--- config.mk ---
export PLATFORM = sky130hd
export DESIGN_NAME = pcx_req_sched
export DESIGN_NICKNAME = d
export VERILOG_FILES = /design/src/rtl/pcx_req_sched.sv
export SDC_FILE = /design/constraint.sdc
export NUM_CORES = 1
export LEC_CHECK = 0
export ABC_AREA = 1
export ABC_CLOCK_PERIOD_IN_PS = 5600
export CAP_MARGIN = 10
export CORE_ASPECT_RATIO = 1.4
export CORE_UTILIZATION = 25
export CTS_BUF_LIST = sky130_fd_sc_hd__clkbuf_4 sky130_fd_sc_hd__clkbuf_8
export DETAILED_ROUTE_END_ITERATION = 8
export PLACE_DENSITY = 0.59
export SETUP_SLACK_MARGIN = 0.3
export SLEW_MARGIN = 0
export SYNTH_ARGS = -nofsm -noshare
export SYNTH_HDL_FRONTEND = slang
export SYNTH_SLANG_ARGS = --single-unit
--- constraint.sdc ---
create_clock -name clk -period 5.6 [get_ports clk]
set_input_delay 0.84 -clock clk [delete_from_list [all_inputs] [get_ports clk]]
set_output_delay 0.84 -clock clk [all_outputs]
set_load 0.02 [all_outputs]
--- src/rtl/pcx_req_sched.sv ---
// Round-robin scheduler sharing one PCX request port between NREQ requesters.
// Tracks per-destination credits and issues CAS1/CAS2 atomic pairs back-to-back.
module pcx_req_sched #(
  parameter int NREQ   = 4,
  parameter int W      = 124,
  parameter int MAXCRD = 2
) (
  input  logic            clk,
  input  logic            rst,
  input  logic [NREQ-1:0] req_vld,
  input  logic [NREQ-1:0] req_atom,
  input  logic [5*NREQ-1:0] req_dest,
  input  logic [W*NREQ-1:0] req_data,
  output logic [NREQ-1:0] req_ack,
  output logic [4:0]      spc_pcx_req_pq,
  output logic            spc_pcx_atom_pq,
  output logic [W-1:0]    spc_pcx_data_pa,
  input  logic [4:0]      pcx_spc_grant_px,
  output logic            crd_err,
  output logic            atom_err
);

  localparam int ND  = 5;
  localparam int CW  = $clog2(MAXCRD + 1);
  localparam int CW2 = CW + 2;
  localparam int PW  = $clog2(NREQ);

  typedef enum logic {IDLE, ATOM2} state_t;

  typedef struct packed {
    logic [4:0] dest;
    logic       atom;
  } pq_t;

  state_t          state, state_n;
  logic [PW-1:0]   ptr, ptr_n;
  logic [PW-1:0]   owner, owner_n;
  logic [4:0]      own_dest, own_dest_n;
  logic [CW-1:0]   credit [ND];
  logic [CW-1:0]   crd_n  [ND];
  pq_t             pq_q, pq_n;
  logic [W-1:0]    d1_q, d1_n;
  logic [W-1:0]    data_pa_q;

  logic [NREQ-1:0] elig;
  logic [4:0]      di;
  logic [CW2-1:0]  av, nd;
  logic            win_vld;
  logic [PW-1:0]   win, cand;
  logic [NREQ-1:0] ack;
  logic [4:0]      dec_dest, refund;
  logic            dec2;
  logic            aerr_set, cerr_set;
  logic [CW2-1:0]  cs;

  always_comb begin
    elig = '0;
    di   = '0;
    av   = '0;
    nd   = '0;
    for (int i = 0; i < NREQ; i++) begin
      di = req_dest[5*i +: 5];
      av = '0;
      for (int d = 0; d < ND; d++)
        if (di[d]) av = av | {2'b00, credit[d]};
      nd = req_atom[i] ? CW2'(2) : CW2'(1);
      elig[i] = req_vld[i] && $onehot(di) && (av >= nd);
    end
  end

  always_comb begin
    win_vld = 1'b0;
    win     = '0;
    cand    = '0;
    for (int k = 0; k < NREQ; k++) begin
      cand = PW'((int'(ptr) + k) % NREQ);
      if (!win_vld && elig[cand]) begin
        win_vld = 1'b1;
        win     = cand;
      end
    end
  end

  always_comb begin
    state_n    = state;
    ptr_n      = ptr;
    owner_n    = owner;
    own_dest_n = own_dest;
    ack        = '0;
    pq_n       = '0;
    d1_n       = '0;
    dec_dest   = '0;
    dec2       = 1'b0;
    refund     = '0;
    aerr_set   = 1'b0;
    unique case (state)
      IDLE: begin
        if (win_vld) begin
          ack[win]  = 1'b1;
          pq_n.dest = req_dest[5*int'(win) +: 5];
          pq_n.atom = req_atom[win];
          d1_n      = req_data[W*int'(win) +: W];
          dec_dest  = pq_n.dest;
          dec2      = pq_n.atom;
          ptr_n     = PW'((int'(win) + 1) % NREQ);
          if (pq_n.atom) begin
            state_n    = ATOM2;
            owner_n    = win;
            own_dest_n = pq_n.dest;
          end
        end
      end
      ATOM2: begin
        // second half rides on the credit reserved by the first
        state_n = IDLE;
        if (req_vld[owner]) begin
          ack[owner] = 1'b1;
          pq_n.dest  = own_dest;
          d1_n       = req_data[W*int'(owner) +: W];
        end else begin
          aerr_set = 1'b1;
          refund   = own_dest;
        end
      end
      default: state_n = IDLE;
    endcase
  end

  always_comb begin
    cerr_set = 1'b0;
    cs       = '0;
    for (int d = 0; d < ND; d++) begin
      cs = {2'b00, credit[d]} + CW2'(pcx_spc_grant_px[d]) + CW2'(refund[d]);
      if (dec_dest[d]) cs = cs - (dec2 ? CW2'(2) : CW2'(1));
      if (cs > CW2'(MAXCRD)) cs = CW2'(MAXCRD);
      crd_n[d] = cs[CW-1:0];
      if (pcx_spc_grant_px[d] && credit[d] == CW'(MAXCRD)) cerr_set = 1'b1;
    end
  end

  always_ff @(posedge clk) begin
    if (rst) begin
      state     <= IDLE;
      ptr       <= '0;
      owner     <= '0;
      own_dest  <= '0;
      pq_q      <= '0;
      d1_q      <= '0;
      data_pa_q <= '0;
      crd_err   <= 1'b0;
      atom_err  <= 1'b0;
      for (int d = 0; d < ND; d++) credit[d] <= CW'(MAXCRD);
    end else begin
      state     <= state_n;
      ptr       <= ptr_n;
      owner     <= owner_n;
      own_dest  <= own_dest_n;
      pq_q      <= pq_n;
      d1_q      <= d1_n;
      data_pa_q <= d1_q;
      crd_err   <= crd_err | cerr_set;
      atom_err  <= atom_err | aerr_set;
      for (int d = 0; d < ND; d++) credit[d] <= crd_n[d];
    end
  end

  assign req_ack         = rst ? '0 : ack;
  assign spc_pcx_req_pq  = pq_q.dest;
  assign spc_pcx_atom_pq = pq_q.atom;
  assign spc_pcx_data_pa = data_pa_q;

endmodule

Word level (Yosys, flattened, before mapping)
Memories as Yosys holds them, arrays and structs flattened.
Cells that the tools add are included.
{ "classes": {"n_shift": 3, "n_eq_ne": 9, "n_lt_le_gt_ge": 17, "div": 0, "n_reduce_logical": 24, "muxes": 93, "add_sub_neg": 35, "n_mul": 3, "bitwise_logic": 25} }
{ "op_table": {"columns": ["cell", "n"], "rows": [
  ["variable part select 496 x 10 -> 124 bit", 2],
  ["two-way mux 124 bit", 2],
  ["one-hot mux 124 bit (2 select lines)", 1],
  ["two-way mux 4 bit", 23],
  ["bitwise OR 4 x 2 -> 4 bit", 15],
  ["two-way mux 2 bit", 24],
  ["two-way mux 1 bit", 26],
  ["two-way mux 5 bit", 5],
  ["adder 3 x 1 -> 4 bit", 5],
  ["> comparator 4 x 2 -> 1 bit, second input constant", 5],
  ["variable part select 20 x 6 -> 5 bit", 1],
  ["logical AND 1 bit", 18],
  ["less-than comparator 2 x 3 -> 1 bit, second input constant", 6],
  ["adder 1 x 1 -> 2 bit", 8],
  ["greater-or-equal comparator 4 x 2 -> 1 bit", 4],
  ["subtractor 4 bit", 4],
  ["adder 2 x 1 -> 3 bit", 5],
  ["multiplier 5 x 2 -> 7 bit, first input constant", 2],
  ["adder 2 x 2 -> 3 bit", 4],
  ["adder 3 x 1 -> 3 bit", 4],
  ["binary-select mux 1 bit (select 2 bit)", 6],
  ["equality test 3 x 1 -> 1 bit, second input constant", 4],
  ["equality test 2 bit, second input constant", 5],
  ["one-hot mux 5 bit (2 select lines)", 1],
  ["other kinds (16)", 29]
]} }
{ "word_totals": {"output_inout_bits": 136, "ff_bits": 266, "latchBits": 0, "mem_count": 1, "romBits": 0, "ram_bits": 10, "inputBits": 531} }
{ "mem_list": {"columns": ["memory", "words", "word_bits", "read_ports", "rd_ports_with_merged_regs", "write_ports", "line_no", "source"], "rows": [
  ["credit", 5, 2, 5, 0, 5, "39", "logic [CW-1:0] credit [ND];"]
]} }

Depth between registers and ports, before layout
Gate-level depths: netlist of run 1.
An unclocked memory read counts as a cell.
{ "logic_depth": {"depth_word": 34, "depth_mapped": 31, "depth_no_buf": 30} }

Worst setup path after synthesis of run 1
Ideal clock, no wire load.
{ "synth_path": {"path_type": "input to output", "start": "input port req_dest[15]", "end": "output port req_ack[0]", "n_path_buf": 3, "slack_ps": 933, "path_stages": 19, "arrival_time_ps": 3827, "cell_sequence": "fa_1 -> inv_1 -> fa_1 -> inv_1 -> ha_1 -> inv_1 -> nand2_1 -> nor2_1 -> nand3_1 -> nand3_1 -> nand2_2 -> nand4_2 -> inv_1 -> nor2_1 -> buf_4 -> buf_2 -> buf_2 -> nand2_1 -> a21oi_1"} }
{ "synth_via": {"elab_chain_cells": 30, "elab_cells_between_ends": 46, "classes_between": "add/sub (3); order compare (3); eq/ne (1); mux (26); bitwise (4); reduce/logical (9)"} }
{ "synth_lines": {"columns": ["item", "line_no", "source"], "rows": [
  ["start: declaration", "12", "input logic [5*NREQ-1:0] req_dest,"],
  ["two-way mux 2 bit", "65", "if (di[d]) av = av | {2'b00, credit[d]};"],
  ["bitwise OR 4 x 2 -> 4 bit", "65", null],
  ["two-way mux 4 bit", "65", null],
  ["bitwise OR 4 x 2 -> 4 bit", "65", null],
  ["two-way mux 4 bit", "65", null],
  ["bitwise OR 4 x 2 -> 4 bit", "65", null],
  ["two-way mux 4 bit", "65", null],
  ["bitwise OR 4 x 2 -> 4 bit", "65", null],
  ["(+14 left out)", null, null],
  ["two-way mux 2 bit", "77", "if (!win_vld && elig[cand]) begin"],
  ["less-than comparator 2 x 3 -> 1 bit (implied by the code) or greater-or-equal comparator 2 x 1 -> 1 bit (tied branches)", "99", "ack[win] = 1'b1;"],
  ["logical AND 1 bit (implied by the code)", "99", null],
  ["two-way mux 1 bit (implied by the code)", "99", null],
  ["demux 1 bit (select 2 bit)", "99", null],
  ["two-way mux 4 bit *", "98", "if (win_vld) begin"],
  ["one-hot mux 4 bit (2 select lines) *", "96", "unique case (state)"],
  ["two-way mux 4 bit *", "167", "assign req_ack = rst ? '0 : ack;"],
  ["end: declaration", "14", "output logic [NREQ-1:0] req_ack,"]
]} }
Every way passes the cells marked *; elsewhere a longest branch is shown, timed or not. The select of a mux whose other input is x is not followed.

Final worst setup path of run 1
{ "layout_path": {"start": "input port req_dest[1]", "end": "output port req_ack[3]"} }
{ "layout_via": {"elab_chain_cells": 28, "elab_cells_between_ends": 44, "classes_between": "add/sub (3); order compare (3); eq/ne (1); mux (25); bitwise (3); reduce/logical (9)"} }
{ "layout_lines": {"columns": ["item", "line_no", "source"], "rows": [
  ["two-way mux 2 bit", "65", null],
  ["bitwise OR 4 x 2 -> 4 bit", "65", null],
  ["two-way mux 4 bit", "65", null],
  ["bitwise OR 4 x 2 -> 4 bit", "65", null],
  ["two-way mux 4 bit", "65", null],
  ["bitwise OR 4 x 2 -> 4 bit", "65", null],
  ["two-way mux 4 bit", "65", null],
  ["greater-or-equal comparator 4 x 2 -> 1 bit", "67", "elig[i] = req_vld[i] && $onehot(di) && (av >= nd);"],
  ["(+12 left out)", null, null],
  ["two-way mux 2 bit", "77", null],
  ["less-than comparator 2 x 3 -> 1 bit (implied by the code) or greater-or-equal comparator 2 x 1 -> 1 bit (tied branches)", "99", null],
  ["logical AND 1 bit (implied by the code)", "99", null],
  ["two-way mux 1 bit (implied by the code)", "99", null],
  ["demux 1 bit (select 2 bit)", "99", null],
  ["two-way mux 4 bit *", "98", null],
  ["one-hot mux 4 bit (2 select lines) *", "96", null],
  ["two-way mux 4 bit *", "167", null]
]} }
Marked as above.

==> impl_results.md, run 1 <==
* Share of the synthesized area in the top cell type at 32.3%
* Crit path max-delay family: adder cells
* Crit path cell chain: clkdlybuf4s50_1 > fa_1 > inv_1 > fa_1 > inv_1 > ha_1 > inv_1 > nand2_1 > nor2_4 > nand3_1 > nand3_2 > nand2_2 > nand2_4 > nand2_2 > nand2_2 > nand3_4 > inv_8 > ha_1 > nand2_1 > a21oi_2 > buf_4 > buf_2
* Worst Path Required at 4.76 ns
* Critical Path AT at 4.27 ns
* Total power at 13,900 uW
* Crit path from: req_dest[1]
* Slew Limit Headroom at 30.6%
* Die height at 311 microns
* CP Class: in -> out
* CORE AREA at 0.0677 sq mm
* Maximum clock rate at 0.196 GHz
* # port buffers at 666
* Routed Antenna Nets at 0
* Tmin final at 5.11 ns
* Cell with the most instances after synthesis: nand2_1
* Critical path destination: req_ack[3]
* Levels on crit path at 22
* Register bit total from synthesis at 276
* Setup-failing EPs final at 0
* Post-placement cell area at 0.0243 sq mm
* H-tree Lvls at 2
* Die W at 223 microns
* Sw Ratio at 50.4%
* Net Count, Synth at 3,214
* Sequential share of power at 18.9%
* Share of cells above drive strength 1 at 5.93%
* Number of global-route vias before repair at 19,400
* Clk network pwr share at 16.1%
* Worst hold slack at 0.395 ns
* Initial DRT Pass Iterations at 6
* # rows at 113
* Slew Limit Fails at 0
* Max Cap Violations at 0
* Main synth FF type: dfxtp_1
* Drt total wl at 79,200 microns
* Slew @ Worst Pin at 1.04 ns
* Worst IR drop on VDD at 740 uV
* Total number of vias at 20,600
* Leading post-synthesis cells by cell area: dfxtp_1 32%, nand2_1 12%, nor2_1 9.0%
* Clk buf depth at 3
* Cts hold-fix bufs at 0
* Starting Density at 25.3%
* Critical Path Source Type: input pin
* Crit Reg-Reg Startpoint: credit[0][3]
* Total net switching power at 7010 uW
* PD cells at 544 mW/mm^2
* Gpl congestion at 0.874
* Mapped Cells at 2,639
* Mean Syn Cell Area at 6.48 sq um
* Die ar. at 0.0695 sq mm
* Dpl ws at -0.0711 ns
* 1st-iter DRT viols at 1,457
* Num CTS Buffers at 51
* Synth cell count leaders: 549 x nand2_1, 409 x nor2_1, 276 x dfxtp_1
* Run status: completed
* Combinational group share of total power at 65.0%
* Area Growth Syn to Fin at 49.7%
* Final hold violations at 0
* Pin count of the biggest net entering global routing at 149
* R2r setup slk at 1.42 ns
* DRC violation count after routing at 0
* Final nets at 3,775
* Crit. End Element: output pin
* Worst-Skew Late Latency at 0.63 ns
* Root buf cell: clkbuf_8
* Reg2reg end: credit[0][7]
* Hold Crit Start: d1_q[116]
* CP max stage cell: fa_1
* R2r worst-path depth at 27
* Post-DR vias/cell at 5.02
* Crit-path max cell delay at 0.51 ns
* WL/cell at 19.2 microns
* I/O pin cnt at 667
* Synth unique cells at 34
* Max Clock Skew at 0.0224 ns
* GRT Util Overall at 21.6%
* Clock sink count at 276
* FFs w/ async S/R, synth at 0%
* Clk pin slew, worst setup/hold paths at 0.06 ns
* Worst-path fanout max at 4
* First-pass GRT wire length at 116,000 microns
* Synth area leader: dfxtp_1
* PnR worst setup slack at 0.487 ns
* P_int at 6910 uW
* TritonCTS clock tree: built
* Pleak at 0.0101 uW
* Seq/Total Area, Yosys at 32.3%
* Worst path bufs/invs at 7
* Crit share post-route at 91.3%
* Initial antenna violation count at 15
* Post-Layout Inst Area at 0.0256 sq mm
* EDFF count, synth at 0
* Unrepaired setup endpoints after global routing: yes
* HP Class: reg -> reg
* Setup_tns at 0 ns
* Yosys warning total at 0
* Netlist Area Pre-Place at 0.0171 sq mm
* Total gr overflow at 0
* DP Wirelength at 53,800 microns
[metal layers]
| layer | track usage [%] | routed length [microns] | vias up |
|---|---|---|---|
| li1 | - | - | 9944 |
| met1 | 25.0 | 30500 | 9583 |
| met2 | 37.3 | 38700 | 942 |
| met3 | 5.32 | 6680 | 162 |
| met4 | 10.1 | 3220 | 6 |
| met5 | 0 | 41 | - |
[worst register-to-register path: stages, from the launching register on]
cell      delay (ns)
dfxtp_1         0.37
inv_1           0.15
o21ai_0         0.10
a21oi_1         0.17
o221ai_1        0.18
ha_1            0.33
nand2_1         0.05
nand3_1         0.10
nand3_1         0.12
nand3_1         0.12
nand2_2         0.11
nand2_4         0.11
nand2_2         0.06
nand2_2         0.08
nand3_4         0.15
buf_12          0.17
buf_4           0.12
nand2_1         0.05
nand3_1         0.09
nand2_1         0.14
nand2_2         0.11
buf_12          0.18
fa_1            0.54
inv_1           0.04
nor2_1          0.08
nand2_1         0.08
a21oi_1         0.13
nand3_1         0.08
[worst min path at each step]
stage                                      end  cells after the start
final                     spc_pcx_data_pa[116]                      2
after global routing      spc_pcx_data_pa[116]                      2
after CTS                 spc_pcx_data_pa[116]                      2
after detailed placement   spc_pcx_data_pa[67]                      2
after global placement     spc_pcx_data_pa[67]                      2
after floorplan             spc_pcx_data_pa[0]                      2
[registers in the layout, summed over array words and instances (netlist names)]
signal / flops
atom_err: 1
crd_err: 1
credit: 10
d1_q: 124
own_dest: 5
owner: 2
ptr: 2
spc_pcx_atom_pq: 1
spc_pcx_data_pa: 124
spc_pcx_req_pq: 5
state: 1
[per-stage QoR]
stage	util [%]	std cells
final	37.8	4113
after global routing	37.8	4113
after CTS	37.6	4096
after detailed placement	35.9	4004
after global placement	35.9	4004
after floorplan	-	2639
[repair_timing]
item / 4_1_cts / 5_1_grt
buffers inserted: 0 / 5
setup endpoints to repair: 3 / 4
resized for setup: 7 / 23
gates cloned: 0 / 0
pin swaps: 0 / 3
endpoints found under the hold margin: 0 / 0
[cell usage in the layout (no fill, tap or decap), drive strengths merged]
master / count
clkinv: 10
nand3: 138
o22ai: 128
a211oi: 3
nand2: 570
nand4: 15
a21oi: 159
fa: 23
nor2: 409
a221oi: 1
a22oi: 176
ha: 21
a22o: 1
o21ai: 272
diode: 12
nand3b: 2
dlymetal6s2s: 2
clkdlybuf4s50: 659
dfxtp: 276
buf: 49
clkinvlp: 2
xor2: 4
clkbuf: 77
xnor2: 2
o221ai: 4
inv: 232
bufinv: 4
[power groups by stage]
| stage | logic (uW) | registers (uW) | clock network (uW) |
|---|---|---|---|
| finish | 9040 | 2630 | 2250 |
| global route | 9980 | 2670 | 2410 |
| CTS | 8920 | 2630 | 2330 |
| detailed placement | 8900 | 2670 | 0 |
| global placement | 8850 | 2670 | 0 |
| floorplan | 6260 | 2810 | 0 |
[cell families (layout without fill, tap and decap cells)]
| logic type | after synthesis | after routing | share of synthesized area, % |
|---|---|---|---|
| buffers and inverters | 435 | 1035 | 11.0 |
| DFF | 276 | 276 | 32.3 |
| xor gates and xnor gates | 6 | 6 | 0.351 |
| AOI/OAI and AO/OA | 744 | 744 | 25.5 |
| and+or+nand+nor | 1134 | 1134 | 26.6 |
| adders and majority gates | 44 | 44 | 4.23 |
| other | 0 | 12 | 0 |
[cell type report]
cell class / count / area [sq um]
inverter: 233 / 890
timing repair buffer: 710 / 7120
multi-input combinational: 1928 / 9790
sequential: 276 / 5530
clock inverter: 15 / 184
antenna: 12 / 30.0
fill: 7189 / 42100
clock buffer: 77 / 985
tap: 862 / 1080
Power figures use the tool's default switching activity.
==> run 2: changes to the inputs <==
- CORE_AREA: unset -> 2 2 258 260
- CORE_ASPECT_RATIO: 1.4 -> unset
- CORE_UTILIZATION: 25 -> unset
- DIE_AREA: unset -> 0 0 260 262
- PLACE_DENSITY: 0.59 -> 0.61
==> impl_results.md, run 2 (synthesized netlist as in run 1, its figures left out) <==
* Initial DRT Pass Iterations at 5
* Starting Density at 26.2%
* Core Util, Final at 39.2%
* # port buffers at 666
* Share of cells above drive strength 1 at 5.73%
* Worst-path fanout max at 6
* Pin count of the biggest net entering global routing at 128
* Crit path from: req_dest[10]
* I/O pin cnt at 667
* Hold Crit Start: d1_q[116]
* GRT Util Overall at 21.1%
* Post-placement cell count at 4,010
* Crit Reg-Reg Startpoint: credit[0][0]
* Post-placement cell area at 0.0243 sq mm
* Max Cap Violations at 0
* HP Class: reg -> reg
* Cts hold-fix bufs at 0
* CP Class: in -> out
* Worst-Skew Late Latency at 0.64 ns
* Slew Limit Headroom at 31.2%
* Worst Path Required at 4.76 ns
* Clock sink count at 276
* Critical Path Source Type: input pin
* Reg2reg end: credit[0][4]
* DRC violation count after routing at 0
* Total power at 13,800 uW
* Final nets at 3,779
* Drt total wl at 76,500 microns
* Run status: completed
* Slew @ Worst Pin at 1.03 ns
* PD cells at 541 mW/mm^2
* # fillers at 6,875
* Most frequent cells in the layout: 661 x clkdlybuf4s50_1, 549 x nand2_1, 405 x nor2_1, 276 x dfxtp_1, 226 x inv_1
* Pleak at 0.0101 uW
* H-tree Lvls at 2
* Crit share post-route at 90.3%
* Total number of vias at 20,500
* CORE AREA at 0.0653 sq mm
* Worst Hold Path EP: spc_pcx_data_pa[116]
* TritonCTS clock tree: built
* Initial antenna violation count at 7
* Final hold violations at 0
* # rows at 94
* First-pass GRT wire length at 112,000 microns
* Area Growth Syn to Fin at 49.6%
* Root buf cell: clkbuf_8
* Sequential cell area at 0.00553 sq mm
* Die height at 262 microns
* Post-Layout Inst Area at 0.0256 sq mm
* R2r worst-path depth at 28
* Maximum clock rate at 0.198 GHz
* WHS Path Cells at 2
* Die ar. at 0.0681 sq mm
* Max Clock Skew at 0.0563 ns
* R2r setup slk at 1.38 ns
* Die W at 260 microns
* Worst IR drop on VDD at 1050 uV
* Tmin final at 5.06 ns
* Post-DR vias/cell at 4.98
* Routed Antenna Nets at 0
* Multi-input combinational cell area at 0.00975 sq mm
* Fin cells at 4,114
* Total gr overflow at 0
* DP Wirelength at 52,700 microns
* Clk buf depth at 3
* Num CTS Buffers at 54
* Clk pin slew, worst setup/hold paths at 0.06 ns
* 1st-iter DRT viols at 1,891
* Unrepaired setup endpoints after global routing: yes
* Setup-failing EPs final at 0
* Commonest non-fill, non-tap cell in the layout: clkdlybuf4s50_1
* Number of global-route vias before repair at 18,500
* Crit. End Element: output pin
* Slew Limit Fails at 0
* Critical Path AT at 4.22 ns
* Gpl congestion at 0.879
* WL/cell at 18.6 microns
run 2: cell types whose count changed in the layout (fill, tap and decap cells not counted), sizes merged, moves of 2 or more:
cell / change
clkbuf: +9
diode: -6
clkinv: -3
clkdlybuf4s50: +2
dlymetal6s2s: -2
run 2: metal layers:
metal | global-route usage (%) | vias up | share of wire, %
met2 | 33.4 | 981 | 46
met1 | 27.6 | 9376 | 41
met4 | 8.67 | 2 | 4.3
met5 | 0 | - | 0.014
li1 | - | 9942 | -
met3 | 4.68 | 183 | 9.0
run 2: final cells by class:
class	instances	share of cell area (%)
multi-input combinational	1928	38.1
timing repair buffer	711	27.7
sequential	276	21.6
clock buffer	86	4.33
tap	864	4.23
inverter	233	3.47
clock inverter	10	0.543
antenna	6	0.0587
run 2: what timing repair did:
item / in CTS / in global routing
buffers inserted: 0 / 2
gates resized for setup: 6 / 21
setup endpoints to repair: 4 / 4
run 2: metrics by stage:
stage	hold slack, ns	setup TNS (ns)	setup slack (ns)
final	0.366	0	0.542
after global routing	0.364	0	0.273
after CTS	0.348	0	0.182
after detailed placement	0.392	-0.157	-0.131
after global placement	0.389	-0.122	-0.122
after floorplan	0.388	0	0.933
run 2: worst max-delay path by stage:
stage / endpoint / slack, ns / cells past startpoint
floorplan: req_ack[0] / 0.93 / 19
CTS: req_ack[2] / 0.18 / 21
detailed placement: req_ack[2] / -0.13 / 22
finish: req_ack[2] / 0.54 / 21
global placement: req_ack[2] / -0.12 / 22
global route: req_ack[2] / 0.27 / 22
run 2: critical path, stage by stage:
cell	delay, ns
clkdlybuf4s50_1	0.46
fa_1	0.55
inv_1	0.05
fa_1	0.36
inv_1	0.07
ha_1	0.22
inv_1	0.05
nand2_1	0.04
nor2_1	0.15
nand3_1	0.14
nand2_1	0.11
nand2_1	0.05
nand2_1	0.08
nand2_2	0.09
nand2_1	0.07
nand3_1	0.10
nand2_4	0.15
ha_1	0.15
nand2_1	0.08
a21oi_4	0.20
buf_4	0.19
run 2: report_power, final:
part,internal [uW],total (uW),leakage [uW],switching [uW]
Sequential,2460,2620,0.00227,154
Combinational,3090,8900,0.00717,5810
Clock,1390,2330,0.000656,945
==> run 3: changes to the inputs <==
- REMOVE_ABC_BUFFERS: unset -> 1
==> impl_results.md, run 3 (synthesized netlist as in run 1, its figures left out) <==
* I/O pin cnt at 667
* Slew @ Worst Pin at 1.05 ns
* Tmin final at 5.07 ns
* # rows at 94
* Final nets at 3,769
* Die W at 260 microns
* Number of global-route vias before repair at 18,900
* Clk buf depth at 3
* Post-DR vias/cell at 5.02
* Die height at 262 microns
* Worst Path Required at 4.76 ns
* Root buf cell: clkbuf_8
* Setup-failing EPs final at 0
* Initial antenna violation count at 15
* First-pass GRT wire length at 111,000 microns
* Total power at 13,900 uW
* Starting Density at 26.2%
* Die ar. at 0.0681 sq mm
* Fin cells at 4,103
* Num CTS Buffers at 54
* Worst-Skew Late Latency at 0.63 ns
* Maximum clock rate at 0.197 GHz
* GRT Util Overall at 20.8%
* Pleak at 0.0101 uW
* Core Util, Final at 39.3%
* 1st-iter DRT viols at 1,597
* Share of cells above drive strength 1 at 5.67%
* Worst hold slack at 0.392 ns
* H-tree Lvls at 2
* Area Growth Syn to Fin at 50.0%
* Drt total wl at 76,400 microns
* Clock sink count at 276
* # port buffers at 666
* Critical Path AT at 4.23 ns
* TritonCTS clock tree: built
* Total number of vias at 20,600
* Post-placement cell area at 0.0243 sq mm
* Most frequent cells in the layout: 652 x clkdlybuf4s50_1, 546 x nand2_1, 401 x nor2_1, 276 x dfxtp_1, 226 x inv_1
* Cts hold-fix bufs at 0
* Post-placement cell count at 3,996
* Multi-input combinational cell area at 0.00981 sq mm
* DRC violation count after routing at 0
* CORE AREA at 0.0653 sq mm
* Initial DRT Pass Iterations at 8
* Post-Layout Inst Area at 0.0257 sq mm
* DP Wirelength at 51,400 microns
* PD cells at 543 mW/mm^2
* Run status: completed
* WL/cell at 18.6 microns
* HP Class: reg -> reg
* # fillers at 6,935
* Slew Limit Fails at 0
* Critical Path Source Type: input pin
* Worst-path fanout max at 5
* Slew Limit Headroom at 30.0%
* Sequential cell area at 0.00553 sq mm
* Max Cap Violations at 0
* Clk pin slew, worst setup/hold paths at 0.06 ns
* Commonest non-fill, non-tap cell in the layout: clkdlybuf4s50_1
* Gpl congestion at 0.905
* Crit share post-route at 90.6%
* Final hold violations at 0
* Routed Antenna Nets at 0
* Crit. End Element: output pin
* Unrepaired setup endpoints after global routing: no
* Pin count of the biggest net entering global routing at 133
* CP Class: in -> out
* Worst IR drop on VDD at 1100 uV
* Total gr overflow at 0
* Max Clock Skew at 0.0236 ns
[run 3: worst max-delay path: stages]
cell             delay (ns)
clkdlybuf4s50_1        0.45
fa_1                   0.51
inv_1                  0.05
fa_1                   0.36
inv_1                  0.06
ha_1                   0.22
inv_1                  0.06
nand2_1                0.07
nor2_4                 0.11
nand3_2                0.10
nand3_1                0.11
nand2_2                0.12
nand2_4                0.12
nand2_2                0.06
nand2_2                0.08
nand3_4                0.10
buf_6                  0.14
ha_1                   0.19
nand2_1                0.07
a21oi_1                0.06
buf_4                  0.20
buf_12                 0.14
[run 3: where the power goes]
part           switching (uW)  internal (uW)  total [uW]
clock network             935           1380        2310
registers                 155           2460        2620
logic                    5870           3120        8990
[run 3: per-layer routing]
layer | track usage (%) | wire (microns) | up-vias
li1 | - | - | 9924
met1 | 26.1 | 31300 | 9508
met2 | 33.7 | 35200 | 964
met3 | 5.08 | 6810 | 181
met4 | 9.34 | 3060 | 8
met5 | 0 | 46 | -
[run 3: area by class of cell]
type                    instances  area share (%)
clock inverters                15           0.824
flip-flops and latches        276            21.5
well taps                     864            4.21
inverters                     233            3.47
multi-input cells            1928            38.2
repair buffers                701            27.7
diodes                          9          0.0878
clock buffers                  77            3.91
[run 3: repair_timing]
item,in CTS,in global routing
cloned,0,0
gates resized for setup,1,28
setup buffers,0,6
endpoints found under the hold margin,0,0
pin swaps,0,5
setup endpoints to repair,1,4
[run 3: path summary, 6_finish.rpt]
| path | to | slack [ns] | startpoint | depth (start not counted) |
|---|---|---|---|---|
| setup / recovery | req_ack[2] | 0.53 | req_dest[11] | 22 |
| hold / removal | spc_pcx_data_pa[76] | 0.39 | d1_q[76] | 2 |
| setup reg to reg | credit[0][4] | 1.52 | credit[0][0] | 30 |
| hold reg to reg | spc_pcx_data_pa[76] | 0.39 | d1_q[76] | 2 |
[run 3: stage by stage]
stage                     TNS, ns  setup WS, ns
after floorplan           -568.60         -5.54
after global placement          0         0.179
after detailed placement        0         0.108
after CTS                       0         0.315
after global routing            0         0.332
final                           0         0.526
